<file path="src/rtl/prf_writeback_arbiter.sv">
// Purpose: grants up to two of NUM_REQ writeback requesters per cycle onto the two PRF write ports.
// Latency: grant is combinational; write/ready-set outputs are registered one cycle later.
// Backpressure: wb_stall or flush withholds all grants; requesters hold valid/data until granted.
module prf_writeback_arbiter #(
  parameter int NUM_REQ       = 4,
  parameter int XLEN          = 32,
  parameter int PHYS_REG_BITS = 6,
  parameter int PTR_BITS      = 2
) (
  input  logic                             clk,
  input  logic                             rst_n,
  input  logic                             flush,
  input  logic                             wb_stall,
  input  logic [NUM_REQ-1:0]               req_valid,
  input  logic [NUM_REQ*PHYS_REG_BITS-1:0] req_addr,
  input  logic [NUM_REQ*XLEN-1:0]          req_data,
  output logic [NUM_REQ-1:0]               req_ready,
  output logic                             wr_en1,
  output logic                             wr_en2,
  output logic [PHYS_REG_BITS-1:0]         wr_addr1,
  output logic [PHYS_REG_BITS-1:0]         wr_addr2,
  output logic [XLEN-1:0]                  wr_data1,
  output logic [XLEN-1:0]                  wr_data2,
  output logic                             rdy_set1,
  output logic                             rdy_set2,
  output logic [PHYS_REG_BITS-1:0]         rdy_addr1,
  output logic [PHYS_REG_BITS-1:0]         rdy_addr2,
  output logic [PTR_BITS-1:0]              rr_ptr,
  output logic                             dup_err
);

  logic [PHYS_REG_BITS-1:0] addr_arr [NUM_REQ];
  logic [XLEN-1:0]          data_arr [NUM_REQ];

  logic                g1_found, g2_found;
  logic [PTR_BITS-1:0] g1_idx, g2_idx;
  logic                grant_ok, dup_hit, gnt1, gnt2;
  logic [PTR_BITS-1:0] last_idx, ptr_next;
  int                  scan_idx;
  logic [PTR_BITS-1:0] scan_sel;

  // Unpack the flat requester buses into per-requester slices.
  always_comb begin
    for (int i = 0; i < NUM_REQ; i++) begin
      addr_arr[i] = req_addr[i*PHYS_REG_BITS +: PHYS_REG_BITS];
      data_arr[i] = req_data[i*XLEN +: XLEN];
    end
  end

  // Circular scan from rr_ptr: first valid requester is G1, second is G2.
  always_comb begin
    g1_found = 1'b0;
    g2_found = 1'b0;
    g1_idx   = '0;
    g2_idx   = '0;
    scan_idx = 0;
    scan_sel = '0;
    for (int k = 0; k < NUM_REQ; k++) begin
      scan_idx = int'(rr_ptr) + k;
      if (scan_idx >= NUM_REQ) scan_idx = scan_idx - NUM_REQ;
      scan_sel = scan_idx[PTR_BITS-1:0];
      if (req_valid[scan_sel]) begin
        if (!g1_found) begin
          g1_found = 1'b1;
          g1_idx   = scan_sel;
        end else if (!g2_found) begin
          g2_found = 1'b1;
          g2_idx   = scan_sel;
        end
      end
    end
  end

  // Qualify grants with reset/flush/stall, drop G2 on an address collision, derive next pointer.
  always_comb begin
    grant_ok  = rst_n && !flush && !wb_stall;
    dup_hit   = g1_found && g2_found && (addr_arr[g2_idx] == addr_arr[g1_idx]);
    gnt1      = grant_ok && g1_found;
    gnt2      = grant_ok && g2_found && !dup_hit;
    req_ready = '0;
    if (gnt1) req_ready[g1_idx] = 1'b1;
    if (gnt2) req_ready[g2_idx] = 1'b1;
    last_idx  = gnt2 ? g2_idx : g1_idx;
    ptr_next  = (last_idx == PTR_BITS'(NUM_REQ - 1)) ? '0 : last_idx + 1'b1;
  end

  // Output stage: register granted writes; ungranted ports keep address/data, drop enable.
  always_ff @(posedge clk or negedge rst_n) begin
    if (!rst_n) begin
      wr_en1   <= 1'b0;
      wr_en2   <= 1'b0;
      wr_addr1 <= '0;
      wr_addr2 <= '0;
      wr_data1 <= '0;
      wr_data2 <= '0;
      rr_ptr   <= '0;
      dup_err  <= 1'b0;
    end else begin
      wr_en1 <= gnt1;
      wr_en2 <= gnt2;
      if (gnt1) begin
        wr_addr1 <= addr_arr[g1_idx];
        wr_data1 <= data_arr[g1_idx];
      end
      if (gnt2) begin
        wr_addr2 <= addr_arr[g2_idx];
        wr_data2 <= data_arr[g2_idx];
      end
      if (gnt1) rr_ptr <= ptr_next;
      if (gnt1 && dup_hit) dup_err <= 1'b1;
    end
  end

  assign rdy_set1  = wr_en1;
  assign rdy_set2  = wr_en2;
  assign rdy_addr1 = wr_addr1;
  assign rdy_addr2 = wr_addr2;

endmodule

</file>
<file path="config.mk">
export PLATFORM = sky130hd
export DESIGN_NAME = prf_writeback_arbiter
export DESIGN_NICKNAME = d
export VERILOG_FILES = /design/src/rtl/prf_writeback_arbiter.sv
export SDC_FILE = /design/constraint.sdc
export NUM_CORES = 1
export LEC_CHECK = 0
export CORE_MARGIN = 5
export CORE_UTILIZATION = 48
export DETAILED_ROUTE_END_ITERATION = 10
export PLACE_DENSITY = 0.87
export SLEW_MARGIN = 20
export SYNTH_ARGS = -nofsm -noshare
export SYNTH_HDL_FRONTEND = slang
export SYNTH_SLANG_ARGS = --single-unit
</file>
<file path="constraint.sdc">
create_clock -name clk -period 11.75 [get_ports clk]
set_input_delay 1.7625 -clock clk [delete_from_list [all_inputs] [get_ports clk]]
set_output_delay 1.7625 -clock clk [all_outputs]
set_load 0.05 [all_outputs]
</file>
# Word-level counts from Yosys, hierarchy flattened
# Cells that the tools add are included.
# classes
n_reduce_logical	13
order_cmp	14
n_eq_ne	2
bitwise	3
mux	57
add_sub_neg	8
# op_table
op	n
binary-select mux 32 bit (select 2 bit)	2
2-to-1 mux 32 bit	4
2-to-1 mux 2 bit	21
binary-select mux 6 bit (select 2 bit)	2
2-to-1 mux 6 bit	4
less-than comparator 2 x 3 -> 1 bit, second input constant	6
2-to-1 mux 1 bit	16
>= comparator 3 bit, second input constant	5
logical AND 1 bit	10
binary-select mux 1 bit (select 2 bit)	4
2-to-1 mux 4 bit	2
subtractor 2 x 1 -> 2 bit, second input constant	4
adder 2 x 2 -> 3 bit, second input constant	2
== test 6 bit	1
NOT 2 -> 3 bit	2
demux 1 bit (select 2 bit)	2
>= comparator 2 x 1 -> 1 bit, second input constant	2
bitwise OR 4 bit	1
adder 2 x 1 -> 3 bit, second input constant	1
>= comparator 2 x 3 -> 1 bit, second input constant	1
zero test 1 bit	3
adder 2 x 1 -> 2 bit, second input constant	1
== test 2 bit, second input constant	1
# word_totals
regBits	81
out_inout_bits	99
input_bits	160

# Longest topological paths before layout
# depth
word_depth	24
ltp_mapped	16
ltp_nobuf	12

# Worst setup path after synthesis
# OpenSTA, ideal clock, no wires.
# synth_timing
kind	input to output
startpoint	in req_valid[0]
endpoint	out req_ready[0]
t_arrival_ps	5650
path_buffers	2
required_ps	9988
path_slack_ps	4338
cell_stages	13
path_cell_list	buf_2 -> mux2_4 -> nor2_1 -> a21oi_1 -> ha_1 -> mux2i_1 -> a311oi_2 -> mux4_1 -> xnor2_1 -> nand4_1 -> o21ai_4 -> buf_8 -> o32ai_1
# synth_via
elab_chain_len	20
elab_cells_between_ends	61
classes_between	order compare (4); eq/ne (1); mux (45); bitwise (3); reduce/logical (8)
# synth_rtl
element	line_no	text
start, declared	14	input logic [NUM_REQ-1:0] req_valid,
binary-select mux 1 bit (select 2 bit)	62	if (req_valid[scan_sel]) begin
2-to-1 mux 1 bit (implied by the code)	62	
2-to-1 mux 1 bit	62	
2-to-1 mux 2 bit or 2-to-1 mux 1 bit (tied branches)	63	if (!g1_found) begin
2-to-1 mux 2 bit or 2-to-1 mux 1 bit (tied branches)	62	
2-to-1 mux 2 bit	66	end else if (!g2_found) begin
2-to-1 mux 2 bit	63	
2-to-1 mux 2 bit	62	
[... 3 more ...]	-	
NOT 2 -> 3 bit (implied by the code)	77	dup_hit = g1_found && g2_found && (addr_arr[g2_idx] == addr_arr[g1_idx]);
binary-select mux 6 bit (select 2 bit)	77	
2-to-1 mux 6 bit (implied by the code) (2 in a row)	77	
== test 6 bit	77	
logical AND 1 bit	77	
zero test 1 bit	79	gnt2 = grant_ok && g2_found && !dup_hit;
logical AND 1 bit	79	
2-to-1 mux 4 bit (*)	82	if (gnt2) req_ready[g2_idx] = 1'b1;
end, declared	17	output logic [NUM_REQ-1:0] req_ready,
# Mark *: on every way between the ends. The rest lies on a longest branch, timed or not. The select of a mux whose other input is x is not followed.

# Worst setup path after layout
# layout_timing
startpoint	in req_valid[1]
endpoint	out req_ready[0]
# Same word-level chain as after synthesis.

==> flow_metrics.py <==
metrics = {
    "outcome": {
        "outcome": "complete, no violations",
    },
    "logic_synthesis": {
        "async_flop_share_pct": 100,
        "netlist_instances": 790,
        "post_synthesis_average_cell_area_um2": 7.89,
        "ys_seq_elements": 81,
        "synthFlopType": "sky130_fd_sc_hd__dfrtp_1",
        "synth_cell_types": 57,
        "synth_enable_flop_cells": 0,
        "synthesis.nets": 952,
        "netlist_area_before_placement_mm2": 0.00624,
        "synth-seq-area-share_pct": 32.5,
        "yosysWarnings": 0,
    },
    "sta": {
        "final-hold-violation-count": 0,
        "final_period_minus_worst_setup_slack_ps": 8640,
        "number_of_pins_exceeding_their_max_slew_limit_in_the_final_report": 0,
        "maxClockFrequency_mhz": 116,
        "unrepaired_setup_endpoints_after_global_routing": "false",
        "fin_ws_ps": 3110,
        "fin_crit_sh_pct": 73.6,
        "setup-tns-final_ps": 0,
        "actual_transition_at_the_worst_max_transition_pin_ps": 940,
        "maxSlewHeadroom_pct": 37.3,
        "clock_skew_ps": 8.23,
        "report.final.setup_viol": 0,
    },
    "setup_path": {
        "timing.critical_path.required_ps": 9990,
        "worstSetupPathType": "primary input to output port",
        "worstPathBufferInverterCount": 3,
        "crit_path_start_kind": "primary input",
        "cpMaxStageDelayCell": "sky130_fd_sc_hd__clkdlybuf4s50_1",
        "worst_setup_path_end_kind": "output port",
        "crit_arrival_ps": 6880,
        "critical_path.cell_chain": "clkdlybuf4s50_1, mux2i_2, a21oi_1, ha_1, a21boi_0, o22a_1, o221a_2, buf_4, mux2i_1, xnor2_1, nand4_1, o21ai_4, o32ai_1, clkdlybuf4s50_1",
        "cp_max_fo": 50,
        "slowest_delay_ps": 900,
        "timing.critical_path.depth": 14,
        "worst-r2r-cell-count": 14,
        "path_delay_family": "buffers and inverters",
        "cpMostUsedCell": "sky130_fd_sc_hd__clkdlybuf4s50_1",
    },
    "placement": {
        "numPlacedInstances": 1150,
        "io_buffers": 258,
        "place_hpwl_mm": 15.3,
        "gpl.final_weighted_congestion": 0.880,
        "pre_cts_ws_ps": 3150,
    },
    "detailed_routing": {
        "avgRoutedWirePerCell_um": 18.6,
        "route.final.wire_length_mm": 21.7,
        "post_drt_via_cell_ratio": 5.74,
        "detail-route-antenna-nets": 0,
        "detailedRoute.firstPassIterationCount": 5,
        "vias_after_detailed_routing": 6687,
        "drcViolationCount": 0,
        "first_iter_violations": 643,
    },
    "floorplanning": {
        "design.die.area_mm2": 0.0154,
        "die_width_um": 124,
        "starting_density_pct": 49.2,
        "floorplan.core_area_mm2": 0.0127,
        "number_of_standard_cell_rows_in_the_floorplan": 41,
        "die_y_um": 124,
        "boundaryPins": 259,
    },
    "clock_network": {
        "tritoncts": "yes",
        "ctsRootBufferMaster": "sky130_fd_sc_hd__clkbuf_16",
        "cts-buffers-inserted": 9,
        "ctsResizeCount": 0,
        "cts-htree-levels": 3,
        "cts-hold-fix-buffers": 0,
        "clk_latency_ps": 350,
        "clkSinkCount": 81,
        "post_cts_buffers": 0,
        "clk_pin_slew_worst_paths_ps": 60,
        "clock_path_buffers": 2,
    },
    "pwr": {
        "report.power.total_mw": 2.86,
        "p_leak_nw": 3.95,
        "p_per_area_mw_per_mm2": 318,
        "max-vdd-ir-drop_mv": 0.210,
    },
    "grt": {
        "grt.overflow.total": 0,
        "grt_antenna_before_repair": 0,
        "globalRouteTotalUtil_pct": 27.8,
        "first_global_vias": 6223,
        "grt_first_pass_wirelength_mm": 33.0,
        "largest_net_degree_at_the_start_of_global_routing": 81,
    },
    "job": {
        "cap_viol_max_count": 0,
    },
    "worst_hold_path": {
        "hold_class": "flip-flop to flip-flop",
        "whs_path_depth": 2,
    },
    "finish": {
        "final_net_count": 1151,
        "area_added_between_synthesis_and_finish_pct": 44.4,
        "nFillCells": 1013,
        "num_antenna_cells": 0,
        "post_layout_nonfiller_instances": 1165,
        "layout-drive-gt1-share_pct": 8.36,
    },
}
[cell usage after synthesis (5+ instances only)]
| library cell | n | area (um2) |
|---|---|---|
| sky130_fd_sc_hd__nand2_1 | 280 | 1050 |
| sky130_fd_sc_hd__nand3_1 | 99 | 495 |
| sky130_fd_sc_hd__dfrtp_1 | 81 | 2030 |
| sky130_fd_sc_hd__clkbuf_1 | 42 | 158 |
| sky130_fd_sc_hd__mux2_4 | 36 | 541 |
| sky130_fd_sc_hd__and2_1 | 34 | 213 |
| sky130_fd_sc_hd__a31oi_1 | 33 | 206 |
| sky130_fd_sc_hd__a211oi_1 | 32 | 240 |
| sky130_fd_sc_hd__mux2i_1 | 22 | 220 |
| sky130_fd_sc_hd__buf_4 | 15 | 113 |
| sky130_fd_sc_hd__buf_1 | 9 | 33.8 |
| sky130_fd_sc_hd__buf_2 | 8 | 40.0 |
| sky130_fd_sc_hd__nor2_1 | 8 | 30.0 |
| sky130_fd_sc_hd__xnor2_1 | 8 | 70.1 |
| sky130_fd_sc_hd__a21oi_1 | 7 | 35.0 |
| sky130_fd_sc_hd__inv_1 | 5 | 18.8 |
[placed cells by master (no fill, tap or decap), types with 4 or more instances in the layout]
cell type and count:
sky130_fd_sc_hd__a31oi_1 33, sky130_fd_sc_hd__mux4_2 4, sky130_fd_sc_hd__inv_1 5, sky130_fd_sc_hd__nor2_1 8, sky130_fd_sc_hd__clkdlybuf4s50_1 257, sky130_fd_sc_hd__mux2i_1 22
sky130_fd_sc_hd__dfrtp_1 81, sky130_fd_sc_hd__xnor2_1 8, sky130_fd_sc_hd__nand2_1 280, sky130_fd_sc_hd__a21oi_1 7, sky130_fd_sc_hd__and2_1 34, sky130_fd_sc_hd__a211oi_1 32
sky130_fd_sc_hd__nand3_1 99, sky130_fd_sc_hd__buf_4 12, sky130_fd_sc_hd__mux2_4 36, sky130_fd_sc_hd__nand4_1 4, sky130_fd_sc_hd__clkbuf_16 9
[state kept, by name, summed over array words and instances, names as in the netlist]
name and flops:
rdy_addr1 6, wr_data1 32, wr_data2 32, dup_err 1
rdy_set1 1, rr_ptr 2, rdy_set2 1, rdy_addr2 6
[worst paths after layout]
kind	slack, ps	endpoint	startpoint
max in group asynchronous	9340	wr_data1[23]	rst_n
worst max-delay path	3110	req_ready[0]	req_valid[1]
worst min register to register	480	wr_data1[30]	wr_data1[30]
worst min-delay path	480	wr_data1[30]	wr_data1[30]
min in group asynchronous	1320	wr_data2[1]	rst_n
worst max register to register	6420	rdy_addr2[1]	rr_ptr[1]
[logic make-up after synthesis]
logic type,Yosys count,synth area share (%)
AND/OR/NAND/NOR,441,30.9
AO/OA/AOI/OAI,102,12.1
adder cells (fa/ha/maj),2,0.401
buffers and inverters,87,7.62
flip-flops,81,32.5
multiplexers,68,15.2
XOR/XNOR,9,1.26
[tightest hold or removal path, cell delays in order (launching register included)]
cell and delay, ps:
sky130_fd_sc_hd__dfrtp_1 340, sky130_fd_sc_hd__nand2_1 50, sky130_fd_sc_hd__nand2_1 50
[through the flow]
stage / hold WS [ps] / utilization, % / area (um2)
after detailed placement: 462 / 68.8 / 8720
after floorplan: 745 / - / 6240
after CTS: 477 / 71.0 / 9000
after global routing: 505 / 71.0 / 9000
final: 477 / 71.0 / 9000
after global placement: 457 / 68.8 / 8720
[cell type report]
| class | count | area [um2] | share of cell area [%] |
|---|---|---|---|
| Inverter | 6 | 22.5 | 0.250 |
| Tap cell | 172 | 215 | 2.39 |
| Clock inverter | 2 | 12.5 | 0.139 |
| Timing Repair Buffer | 269 | 2660 | 29.6 |
| Sequential cell | 81 | 2030 | 22.5 |
| Clock buffer | 13 | 270 | 3.00 |
| Multi-Input combinational cell | 622 | 3790 | 42.1 |
[report_power, final]
group / switching (mW) / internal [mW] / leakage (nW)
registers: 0.106 / 0.414 / 0.988
clock network: 0.113 / 0.159 / 0.138
logic: 1.32 / 0.752 / 2.82
total: 1.54 / 1.33 / 3.95
[routing by layer]
layer,GRT usage (%),wire (um)
met3,6.77,1940
met4,13.8,955
met2,44.6,10300
met5,0,0
met1,35.1,8490
(Power assumes the default switching activity.)
